[src/rtl/avalon_crc_engine.sv]
// avalon_crc_engine: Avalon-MM slave CRC accelerator with a write-side data
// FIFO, byte-enable-aware lanes, START/FINISH commands and a done interrupt.
//
// state  | meaning
// -------+-------------------------------------------------------------
// S_IDLE | no word held; pops the FIFO as soon as it is non-empty
// S_BYTE | folding lane `lane` of word_q into the CRC, one lane per cycle
module avalon_crc_engine #(
  parameter int          CRC_WIDTH  = 32,
  parameter logic [31:0] POLY       = 32'h04C11DB7,
  parameter logic [31:0] INIT       = 32'hFFFFFFFF,
  parameter logic [31:0] XOR_OUT    = 32'hFFFFFFFF,
  parameter int          FIFO_DEPTH = 8
) (
  input  logic                 clock,
  input  logic                 reset,
  input  logic                 chipselect,
  input  logic [2:0]           address,
  input  logic                 read,
  output logic [31:0]          readdata,
  input  logic                 write,
  input  logic [31:0]          writedata,
  input  logic [3:0]           byteenable,
  output logic                 waitrequest,
  output logic                 irq,
  output logic [CRC_WIDTH-1:0] crc_export
);

  localparam int AW = $clog2(FIFO_DEPTH);
  localparam logic [CRC_WIDTH-1:0] POLY_W = POLY[CRC_WIDTH-1:0];
  localparam logic [CRC_WIDTH-1:0] INIT_W = INIT[CRC_WIDTH-1:0];
  localparam logic [CRC_WIDTH-1:0] XOR_W  = XOR_OUT[CRC_WIDTH-1:0];

  typedef enum logic {S_IDLE, S_BYTE} state_t;

  logic [35:0]          fifo_mem [FIFO_DEPTH];
  logic [AW-1:0]        wr_ptr, rd_ptr;
  logic [AW:0]          level;
  logic                 fifo_empty, fifo_full, push, pop, busy;
  state_t               state;
  logic [1:0]           lane;
  logic [35:0]          word_q;
  logic [CRC_WIDTH-1:0] crc, result;
  logic [2:0]           ctrl;
  logic                 done, pending;
  logic                 wr_ok, ctrl_wr, status_wr, cmd_wr, start_cmd, finish_cmd;

  // One MSB-first byte step; input reflection follows the live CONTROL bit.
  function automatic logic [CRC_WIDTH-1:0] crc_byte(input logic [CRC_WIDTH-1:0] c_in,
                                                    input logic [7:0] b_in,
                                                    input logic refl);
    logic [CRC_WIDTH-1:0] c;
    logic [7:0]           b;
    b = b_in;
    if (refl)
      for (int i = 0; i < 8; i++) b[i] = b_in[7-i];
    c = c_in ^ (CRC_WIDTH'(b) << (CRC_WIDTH - 8));
    for (int k = 0; k < 8; k++)
      c = c[CRC_WIDTH-1] ? ((c << 1) ^ POLY_W) : (c << 1);
    return c;
  endfunction

  function automatic logic [CRC_WIDTH-1:0] bitrev(input logic [CRC_WIDTH-1:0] v);
    logic [CRC_WIDTH-1:0] r;
    for (int i = 0; i < CRC_WIDTH; i++) r[i] = v[CRC_WIDTH-1-i];
    return r;
  endfunction

  // Full stall looks only at the registered level, so a same-cycle pop never releases it.
  assign fifo_empty  = (level == '0);
  assign fifo_full   = (level == (AW+1)'(FIFO_DEPTH));
  assign busy        = (state != S_IDLE) || !fifo_empty;
  assign waitrequest = chipselect && write &&
                       (((address == 3'd0) && fifo_full) ||
                        ((address == 3'd4) && writedata[0] && busy));
  assign wr_ok       = chipselect && write && !waitrequest;
  assign push        = wr_ok && (address == 3'd0);
  assign ctrl_wr     = wr_ok && (address == 3'd2);
  assign status_wr   = wr_ok && (address == 3'd3);
  assign cmd_wr      = wr_ok && (address == 3'd4);
  assign start_cmd   = cmd_wr && writedata[0];
  assign finish_cmd  = cmd_wr && writedata[1];
  // lane stays 0 in S_IDLE, so lane==3 only matches on the last lane of a word
  assign pop         = !fifo_empty && ((state == S_IDLE) || (lane == 2'd3));

  // FIFO storage; contents need no reset since level gates every read
  always_ff @(posedge clock) begin
    if (push) fifo_mem[wr_ptr] <= {byteenable, writedata};
  end

  // FIFO pointers and occupancy
  always_ff @(posedge clock or posedge reset) begin
    if (reset) begin
      wr_ptr <= '0;
      rd_ptr <= '0;
      level  <= '0;
    end else begin
      if (push) wr_ptr <= wr_ptr + 1'b1;
      if (pop)  rd_ptr <= rd_ptr + 1'b1;
      case ({push, pop})
        2'b10:   level <= level + 1'b1;
        2'b01:   level <= level - 1'b1;
        default: level <= level;
      endcase
    end
  end

  // Engine FSM: one lane per cycle, next word popped on lane 3 for gapless streaming
  always_ff @(posedge clock or posedge reset) begin
    if (reset) begin
      state  <= S_IDLE;
      lane   <= 2'd0;
      word_q <= '0;
      crc    <= INIT_W;
    end else begin
      if (start_cmd)
        crc <= INIT_W;
      else if ((state == S_BYTE) && word_q[32 + lane])
        crc <= crc_byte(crc, word_q[8*lane +: 8], ctrl[0]);
      if (pop) begin
        word_q <= fifo_mem[rd_ptr];
        state  <= S_BYTE;
        lane   <= 2'd0;
      end else if (state == S_BYTE) begin
        if (lane == 2'd3) state <= S_IDLE;
        lane <= lane + 2'd1;
      end
    end
  end

  // CONTROL register and done/pending handshake; a done-set outranks a W1C
  always_ff @(posedge clock or posedge reset) begin
    if (reset) begin
      ctrl    <= 3'd0;
      done    <= 1'b0;
      pending <= 1'b0;
    end else begin
      if (ctrl_wr) ctrl <= writedata[2:0];
      if (start_cmd) begin
        done    <= 1'b0;
        pending <= finish_cmd;
      end else begin
        if (status_wr && writedata[3]) done <= 1'b0;
        if (pending && !busy) begin
          done    <= 1'b1;
          pending <= 1'b0;
        end
        if (finish_cmd) pending <= 1'b1;
      end
    end
  end

  assign result     = (ctrl[1] ? bitrev(crc) : crc) ^ XOR_W;
  assign irq        = done && ctrl[2];
  assign crc_export = crc;

  // Zero-wait-state read mux
  always_comb begin
    readdata = '0;
    if (chipselect && read) begin
      case (address)
        3'd0:    readdata[CRC_WIDTH-1:0] = crc;
        3'd1:    readdata[CRC_WIDTH-1:0] = result;
        3'd2:    readdata[2:0] = ctrl;
        3'd3:    readdata = {16'd0, 8'(level), 4'd0, done, fifo_full, fifo_empty, busy};
        default: readdata = '0;
      endcase
    end
  end

endmodule

[config.mk]
export PLATFORM = sky130hd
export DESIGN_NAME = avalon_crc_engine
export DESIGN_NICKNAME = d
export VERILOG_FILES = /design/src/rtl/avalon_crc_engine.sv
export SDC_FILE = /design/constraint.sdc
export NUM_CORES = 1
export LEC_CHECK = 0
export ABC_AREA = 1
export CORE_MARGIN = 1.5
export CORE_UTILIZATION = 40
export CTS_BUF_LIST = sky130_fd_sc_hd__clkbuf_8
export DETAILED_ROUTE_END_ITERATION = 16
export GPL_ROUTABILITY_DRIVEN = 0
export PLACE_DENSITY = 0.63
export SLEW_MARGIN = 10
export SYNTH_ARGS = -nofsm -noshare
export SYNTH_HDL_FRONTEND = slang
export SYNTH_SLANG_ARGS = --single-unit
export TNS_END_PERCENT = 20
[constraint.sdc]
create_clock -name clock -period 4.7 [get_ports clock]
set_clock_uncertainty 0.2 [all_clocks]
set_input_delay 0.94 -clock clock [delete_from_list [all_inputs] [get_ports clock]]
set_output_delay 0.94 -clock clock [all_outputs]
set_load 0.02 [all_outputs]
# Word-level counts from Yosys, hierarchy flattened
# Memory sizes are Yosys's and may differ from the RTL's. A register that Yosys moved wholly into a read port is not among the register bits.
# Index checks and enable logic that the tools add are counted.
dict set report op_classes {
  n_mux 33
  shifts 1
  n_eq_ne 8
  add_sub_neg 6
  n_reduce_logical 31
  bitwise 11
  n_lt_le_gt_ge 1
}
# operator n
set op_table {}
lappend op_table {{$mux W27} 8}
lappend op_table {{$mux W32} 4}
lappend op_table {{$not A14 Y14} 8}
lappend op_table {{$pmux W29 S3} 1}
lappend op_table {{$shiftx A36 B6 Y8} 1}
lappend op_table {{$not A32 Y32} 1}
lappend op_table {{$xor A32 B32 Y32} 1}
lappend op_table {{$mux W8} 3}
lappend op_table {{$logic_and A1 B1 Y1} 18}
lappend op_table {{$mux W1} 12}
lappend op_table {{$pmux W3 S4} 1}
lappend op_table {{$pmux W4 S2} 1}
lappend op_table {{$add A6 B2 Y7 const A} 1}
lappend op_table {{$lt A7 B7 Y1 const B} 1}
lappend op_table {{$add A3 B1 Y3 const B} 2}
lappend op_table {{$bmux W1 S6} 1}
lappend op_table {{$eq A3 B2 Y1 const B} 2}
lappend op_table {{$reduce_bool A2 Y1} 3}
lappend op_table {{$reduce_bool A3 Y1} 2}
lappend op_table {{$add A4 B1 Y4 const B} 1}
lappend op_table {{$eq A2 B2 Y1 const B} 2}
lappend op_table {{$eq A4 B4 Y1 const B} 1}
lappend op_table {{$logic_not A4 Y1} 1}
lappend op_table {{$mux W2} 2}
lappend op_table {{other kinds (9)} 13}
dict set report word_totals {
  out_inout_bits 66
  reg_bits 50
  word_cells 101
  ramBits 288
  memories 1
}
# memory depth width rd rd_ports_with_merged_regs write_ports line
set mem_list {}
lappend mem_list {fifo_mem 8 36 1 1 1 36} ;# logic [35:0] fifo_mem [FIFO_DEPTH];

# Longest topological paths before layout
# Gate-level depths: netlist of the first run.
dict set report depth {
  depth_word 30
  depth_mapped 18
}

# Worst setup path after synthesis of the first run
# OpenSTA, ideal clock, no wires.
dict set report synth_timing {
  kind {input port to flip-flop}
  from {in address[0]}
  to {mem fifo_mem[2][0], enable pin}
  setup_ns 0.474
  cell_stages 11
  slack_ns -0.414
  t_arrival_ns 4.439
  required_time_ns 4.026
  path_buffers 0
  path_cell_list {inv_1 nand2_1 nor2_1 inv_1 o21ai_1 inv_1 nand3_1 nor2_2 inv_2 or2_1 nor3_1}
}
dict set report synth_between {
  elab_chain_len 10
}
# element line
set synth_lines {}
lappend synth_lines {{start: declaration} 18} ;# input logic [2:0] address,
lappend synth_lines {{$eq A3 B3 Y1} 75} ;# ((address == 3'd4) && writedata[0] && busy));
lappend synth_lines {{$logic_and A1 B1 Y1 (2 in a row)} 75}
lappend synth_lines {{$logic_or A1 B1 Y1} 74} ;# (((address == 3'd0) && fifo_full) ||
lappend synth_lines {{$logic_and A1 B1 Y1} 73} ;# assign waitrequest = chipselect && write &&
lappend synth_lines {{$logic_not A1 Y1} 76} ;# assign wr_ok = chipselect && write && !waitrequest;
lappend synth_lines {{$logic_and A1 B1 Y1} 76}
lappend synth_lines {{$logic_and A1 B1 Y1 *} 77} ;# assign push = wr_ok && (address == 3'd0);
lappend synth_lines {{$mux W1 *} 88} ;# if (push) fifo_mem[wr_ptr] <= {byteenable, writedata};
lappend synth_lines {{$mux W1 (not written as such) *} 88}
lappend synth_lines {{end: declaration} 36}
# Every way passes the cells marked *; elsewhere a longest branch is shown, timed or not.

# Worst setup path in the final report of the first run
dict set report layout_timing {
  from {in address[2]}
  to {out readdata[2]}
}
dict set report layout_between {
  elab_chain_len 3
}
# element line
set layout_lines {}
lappend layout_lines {{$eq A3 B2 Y1, or another cell as far along} 161} ;# case (address)
lappend layout_lines {{$pmux W3 S4 *} 161}
lappend layout_lines {{$mux W32 *} 160} ;# if (chipselect && read) begin
lappend layout_lines {{end: declaration} 20} ;# output logic [31:0] readdata,
# Marks and branches as above.

==> results of run 1 <==
==> worst min-delay path by stage <==
stage                        endpoint  cells past startpoint  slack, ns                    from
3_5_place_dp   word_q[32]$_DFFE_PP0P_                      2       0.27  word_q[32]$_DFFE_PP0P_
3_3_place_gp   word_q[32]$_DFFE_PP0P_                      2       0.26  word_q[32]$_DFFE_PP0P_
2_1_floorplan  word_q[32]$_DFFE_PP0P_                      2       0.24  word_q[32]$_DFFE_PP0P_
5_1_grt        word_q[24]$_DFFE_PP0P_                      2       0.31  word_q[24]$_DFFE_PP0P_
6_report       word_q[14]$_DFFE_PP0P_                      2       0.28  word_q[14]$_DFFE_PP0P_
4_1_cts        word_q[32]$_DFFE_PP0P_                      2       0.28  word_q[32]$_DFFE_PP0P_
==> power groups by stage <==
stage                     logic (mW)  registers, mW  clock network, mW
after CTS                       6.39           4.73               2.94
after detailed placement        6.35           4.79                  0
final                           6.40           4.73               2.89
after global routing            7.17           4.79               3.09
after floorplan                 4.61           4.63                  0
after global placement          6.23           4.78                  0
==> state kept, by name, indices dropped and copies added, names as in the netlist <==
| register | cells |
|---|---|
| word_q | 36 |
| done | 1 |
| wr_ptr | 3 |
| lane | 2 |
| level | 4 |
| state | 1 |
| rd_ptr | 3 |
| pending | 1 |
| crc_export | 32 |
| ctrl | 3 |
| fifo_mem | 288 |
==> per-layer routing <==
layer / routed length (um) / up-vias
met4: 1340 / 0
li1: - / 5834
met2: 20900 / 445
met1: 19200 / 5948
met3: 2530 / 85
met5: 0 / -
==> metrics by stage <==
stage / std cells / power [mW] / cell area (um2) / setup slack (ns) / util
6_report: 2275 / 14.0 / 19900 / 0.431 / 0.482
4_1_cts: 2274 / 14.1 / 19900 / 0.475 / 0.482
2_1_floorplan: 1576 / 9.24 / 16800 / -0.414 / -
5_1_grt: 2275 / 15.0 / 19900 / 0.298 / 0.482
3_3_place_gp: 2163 / 11.0 / 18600 / 0.510 / 0.452
3_5_place_dp: 2163 / 11.1 / 18600 / 0.480 / 0.452
==> cells in the mapped netlist, types with 8 or more instances <==
master	count	area, um2
nand2_1	302	1130
edfxtp_1	288	8650
nor2_1	196	736
o21ai_0	165	826
nand3_1	93	465
clkbuf_1	75	282
inv_1	72	270
o221ai_1	66	578
dfrtp_1	54	1350
xor2_1	35	307
dfstp_2	32	841
a32oi_1	25	219
o22ai_1	23	144
a21oi_1	22	110
nand2_2	19	119
o211ai_1	12	90.1
o21ai_1	11	55.1
inv_2	10	37.5
xnor2_1	8	70.1
==> logic make-up (layout without fill, tap and decap cells) <==
| family | count (synthesis) | after routing | share of synthesized area |
|---|---|---|---|
| DFF | 374 | 374 | 0.644 |
| other | 0 | 1 | 0 |
| muxes | 1 | 1 | 0.000669 |
| adders and majority gates | 6 | 6 | 0.00446 |
| AOI/OAI and AO/OA | 333 | 333 | 0.124 |
| xor gates and xnor gates | 45 | 45 | 0.0243 |
| buffers and inverters | 174 | 340 | 0.0399 |
| and+or+nand+nor | 643 | 643 | 0.162 |
==> worst min-delay path, delay by kind of cell, from the launching register on <==
| kind | cells | cell delay (ns) |
|---|---|---|
| AND/OR/NAND/NOR | 2 | 0.10 |
| flip-flops | 1 | 0.34 |
==> area by class of cell <==
| cell class | instances | area (um2) |
|---|---|---|
| well taps | 532 | 666 |
| flip-flops and latches | 374 | 10800 |
| diodes | 1 | 2.50 |
| fillers | 3670 | 21300 |
| inverters | 87 | 329 |
| multi-input cells | 1028 | 5370 |
| clock buffers | 70 | 963 |
| repair buffers | 142 | 1400 |
| clock inverters | 41 | 289 |
==> cells in the final DEF (no fill, tap or decap), types with 6 or more instances in the layout <==
cell	instances
o22ai_1	23
inv_1	82
nand2_1	302
nand2_2	19
edfxtp_1	288
clkbuf_8	70
inv_2	9
a32oi_1	25
nand2_4	6
clkdlybuf4s50_1	109
o211ai_1	12
clkinv_2	10
nand3_2	6
xor2_1	35
nor2_1	191
buf_4	28
dfstp_2	32
o21ai_1	11
o221ai_1	66
ha_1	6
o21ai_0	164
a21oi_1	22
clkinv_1	20
nand3_1	93
xnor2_1	8
dfrtp_1	52
==> impl_metrics.tcl, run 1 <==
set metrics [dict create \
    required_ns 3.56 \
    grt_pass1_vias 12000 \
    cp-end-kind "output port" \
    synth.avg_cell_area_um2 10.7 \
    initial_core_util 0.408 \
    met1_usage 0.270 \
    synth-edff-count 288 \
    cts_max_path_buffers 3 \
    nNetsFinal 1744 \
    vias_per_cell 5.41 \
    die_area_um2 43300 \
    synthFlopType "edfxtp_1" \
    clockRootBuffer "clkbuf_8" \
    path_clk_slew_ns 0.06 \
    core_region_area_um2 41200 \
    die_y_um 208 \
    status "finished, final reports clean" \
    finalMaxSlewViolations 0 \
    reg2reg_to "fifo_mem[4][22]$_DFFE_PP_" \
    tightest_slew_ns 1.14 \
    io_buffers 109 \
    netlist_instances 1576 \
    synth_area_um2 16800 \
    pwr-share-comb 0.456 \
    synth_cell_types 44 \
    grt_pass1_wl_um 68600 \
    cts-resized-gates 0 \
    worstPathArrival_ns 3.13 \
    totalWireLength_um 43900 \
    crit_top_cell "a21oi_1" \
    internal-power_mw 7.90 \
    cp_top_family "buffers and inverters" \
    cts_buffers 61 \
    net-switching-power_mw 6.12 \
    dr.pass1.iters 6 \
    clock.fmax_mhz 234 \
    pwr-share-clk 0.206 \
    path_max_fanout 31 \
    clk_latency_ns 0.65 \
    cts_setup_buffers 0 \
    synth_warnings 0 \
    cp_num_cells 8 \
    cp-endpoint "readdata[2]" \
    reg2reg_from "level[1]$_DFFE_PP0P_" \
    cp_slowest_stage_delay_ns 0.63 \
    critPathLaunch "address[2]" \
    wl_per_cell_um 19.3 \
    period_minus_slack_ns 4.27 \
    power_density_nw_per_um2 706 \
    slowest_stage "clkdlybuf4s50_1" \
    cap_violations 0 \
    drtAntennaViolNets 0 \
    fin_crit_sh 0.908 \
    hold_class "register to register" \
    synth_fp_nets 1626 \
    antenna_found_initial 1 \
    drcViolationCount 0 \
    p_seq_frac 0.338 \
    postCtsHoldBufs 0 \
    grt_max_degree 86 \
    syn_to_final_growth_pct 18.1 \
    grt-busiest-layer "met2" \
    hold_viol 0 \
    drive_gt1_frac 0.123 \
    track_usage 0.203 \
    synth_seq_area_share 0.644 \
    ys_ff_latch 374 \
    cts.sinks 374 \
    setup_viol 0 \
    path_buf_inv 3 \
    setup.worst_path.class "input port to output port" \
    ios 110 \
    rows 74 \
    cts.htree.levels 2 \
    grt_overflow_total 0 \
    gr-usage-met3 0.0341 \
    rsz0062_at_grt "no" \
    cts_tree "built" \
    die_w_um 208 \
    place_hpwl_um 26500 \
    via_count 12300 \
    power.leakage_nw 7.39 \
    drt_iter0_markers 1053 \
    start_kind "input port" \
    async_flop_share 0.230 \
    finalHoldWorstSlack_ns 0.282 \
    setup_tns_ns 0 \
    grt_use_met2 0.332 \
    swShare 0.436 \
    ir_drop_mv 0.412 \
    reg2regPathDepth 13 \
    crit_chain "clkdlybuf4s50_1 -> nor3_2 -> buf_4 -> o21ai_0 -> a21oi_1 -> a21oi_1 -> a21oi_1 -> clkdlybuf4s50_1" \
    relSlewSlack 0.238 \
    r2r_slack_ns 1.43 \
]
No activity file was read; power rests on OpenSTA's default activity.
==> run 2: changes to the inputs <==
--- a/config.mk
+++ b/config.mk
@@ -6,12 +6,14 @@
 export NUM_CORES = 1
 export LEC_CHECK = 0
 export ABC_AREA = 1
+export CELL_PAD_IN_SITES_DETAIL_PLACEMENT = 0
+export CELL_PAD_IN_SITES_GLOBAL_PLACEMENT = 2
 export CORE_MARGIN = 1.5
-export CORE_UTILIZATION = 40
+export CORE_UTILIZATION = 37
 export CTS_BUF_LIST = sky130_fd_sc_hd__clkbuf_8
 export DETAILED_ROUTE_END_ITERATION = 16
 export GPL_ROUTABILITY_DRIVEN = 0
-export PLACE_DENSITY = 0.63
+export PLACE_DENSITY = 0.82
 export SLEW_MARGIN = 10
 export SYNTH_ARGS = -nofsm -noshare
 export SYNTH_HDL_FRONTEND = slang
==> run 2 against run 1 <==
Net effect: design area increased by 0.59%; clock power increased by 2%; core utilization decreased by 3.3 points; largest cell class unchanged; worst setup slack got worse by 0.048 ns.
==> impl_metrics.tcl, run 2 (synthesis results as in run 1) <==
set metrics [dict create \
    postCtsHoldBufs 0 \
    wl_per_cell_um 19.9 \
    layout_commonest_cell "nand2_1" \
    cts_max_path_buffers 3 \
    cap_violations 0 \
    status "finished, final reports clean" \
    path_max_fanout 24 \
    dp.cells 2218 \
    fin_crit_sh 0.919 \
    layoutNonFillerInstCount 2341 \
    relSlewSlack 0.399 \
    hold_path_depth 2 \
    worstPathArrival_ns 3.18 \
    syn_to_final_growth_pct 18.8 \
    die_w_um 216 \
    initial_core_util 0.378 \
    track_usage 0.201 \
    required_ns 3.56 \
    totalWireLength_um 46500 \
    cts.sinks 374 \
    cts.htree.levels 3 \
    top_register "fifo_mem" \
    hold_class "register to register" \
    vias_per_cell 5.26 \
    ir_drop_mv 0.408 \
    drt_iter0_markers 889 \
    internal-power_mw 7.90 \
    core_region_area_um2 44500 \
    nNetsFinal 1745 \
    path_clk_slew_ns 0.05 \
    hold_viol 0 \
    rows 77 \
    cp-end-kind "output port" \
    p_seq_frac 0.343 \
    grt_pass1_vias 12100 \
    net-switching-power_mw 6.32 \
    pwr-share-clk 0.207 \
    ios 110 \
    tightest_slew_ns 0.901 \
    cts_tree "built" \
    die_area_um2 46700 \
    via_count 12300 \
    power_density_nw_per_um2 711 \
    drtAntennaViolNets 0 \
    drcViolationCount 0 \
    power.leakage_nw 7.45 \
    finalMaxSlewViolations 0 \
    pwr-share-comb 0.450 \
    cts_setup_buffers 0 \
    drive_gt1_frac 0.123 \
    setup_tns_ns 0 \
    clock.fmax_mhz 232 \
    clk_latency_ns 0.63 \
    die_y_um 216 \
    mostFrequentLayoutCells "nand2_1 (302), edfxtp_1 (288), nor2_1 (191)" \
    largest_reg_flops 288 \
    grt_max_degree 79 \
    grt_overflow_total 0 \
    start_kind "input port" \
    reg2regPathDepth 17 \
    rsz0062_at_grt "no" \
    swShare 0.444 \
    place_hpwl_um 27600 \
    cts_buffers 67 \
    grt_pass1_wl_um 71400 \
    io_buffers 109 \
    clockRootBuffer "clkbuf_8" \
    antenna_found_initial 1 \
    dr.pass1.iters 5 \
    cts-resized-gates 0 \
    setup.worst_path.class "input port to output port" \
    setup_viol 0 \
    period_minus_slack_ns 4.32 \
]
run 2: power by group through the flow:
stage / sequential (mW) / clock [mW] / combinational [mW]
final: 4.88 / 2.94 / 6.39
after global routing: 4.95 / 3.17 / 7.23
after CTS: 4.88 / 3.03 / 6.42
after detailed placement: 4.94 / 0 / 6.40
after global placement: 4.94 / 0 / 6.29
after floorplan: 4.63 / 0 / 4.61
run 2: worst paths after layout:
| check | start | end | slack [ns] |
|---|---|---|---|
| worst max-delay path | address[2] | readdata[6] | 0.38 |
| worst min-delay path | word_q[3]$_DFFE_PP0P_ | word_q[3]$_DFFE_PP0P_ | 0.28 |
| worst max register to register | lane[0]$_DFFE_PP0P_ | crc_export[9]$_DFFE_PP1P_ | 1.50 |
| worst min register to register | word_q[3]$_DFFE_PP0P_ | word_q[3]$_DFFE_PP0P_ | 0.28 |
| max in group asynchronous | reset | crc_export[9]$_DFFE_PP1P_ | 2.94 |
| min in group asynchronous | reset | word_q[11]$_DFFE_PP0P_ | 0.58 |
run 2: critical path: stages:
cell and delay, ns:
clkdlybuf4s50_1 0.52, nor3_2 0.46, buf_4 0.36, a32oi_1 0.13, nor2_1 0.14, clkdlybuf4s50_1 0.62
run 2: layer usage:
metal,global-route usage,part of all wire
met5,0,0
met4,0.0664,0.022
met3,0.0396,0.046
met2,0.333,0.49
met1,0.264,0.44
run 2: layout make-up:
cell class	count	area [um2]
fillers	4189	24500
flip-flops and latches	374	10800
multi-input cells	1028	5370
repair buffers	137	1390
clock buffers	70	963
well taps	592	741
clock inverters	52	340
inverters	87	329
diodes	1	2.50
run 2: metrics by stage:
stage	setup WS (ns)	util	instance area (um2)	hold WS (ns)	total power, mW
detailed placement	0.401	0.420	18700	0.267	11.3
CTS	0.400	0.449	20000	0.283	14.3
global route	0.275	0.449	20000	0.292	15.4
global placement	0.393	0.420	18700	0.263	11.2
finish	0.383	0.449	20000	0.277	14.2
floorplan	-0.414	-	16800	0.244	9.24
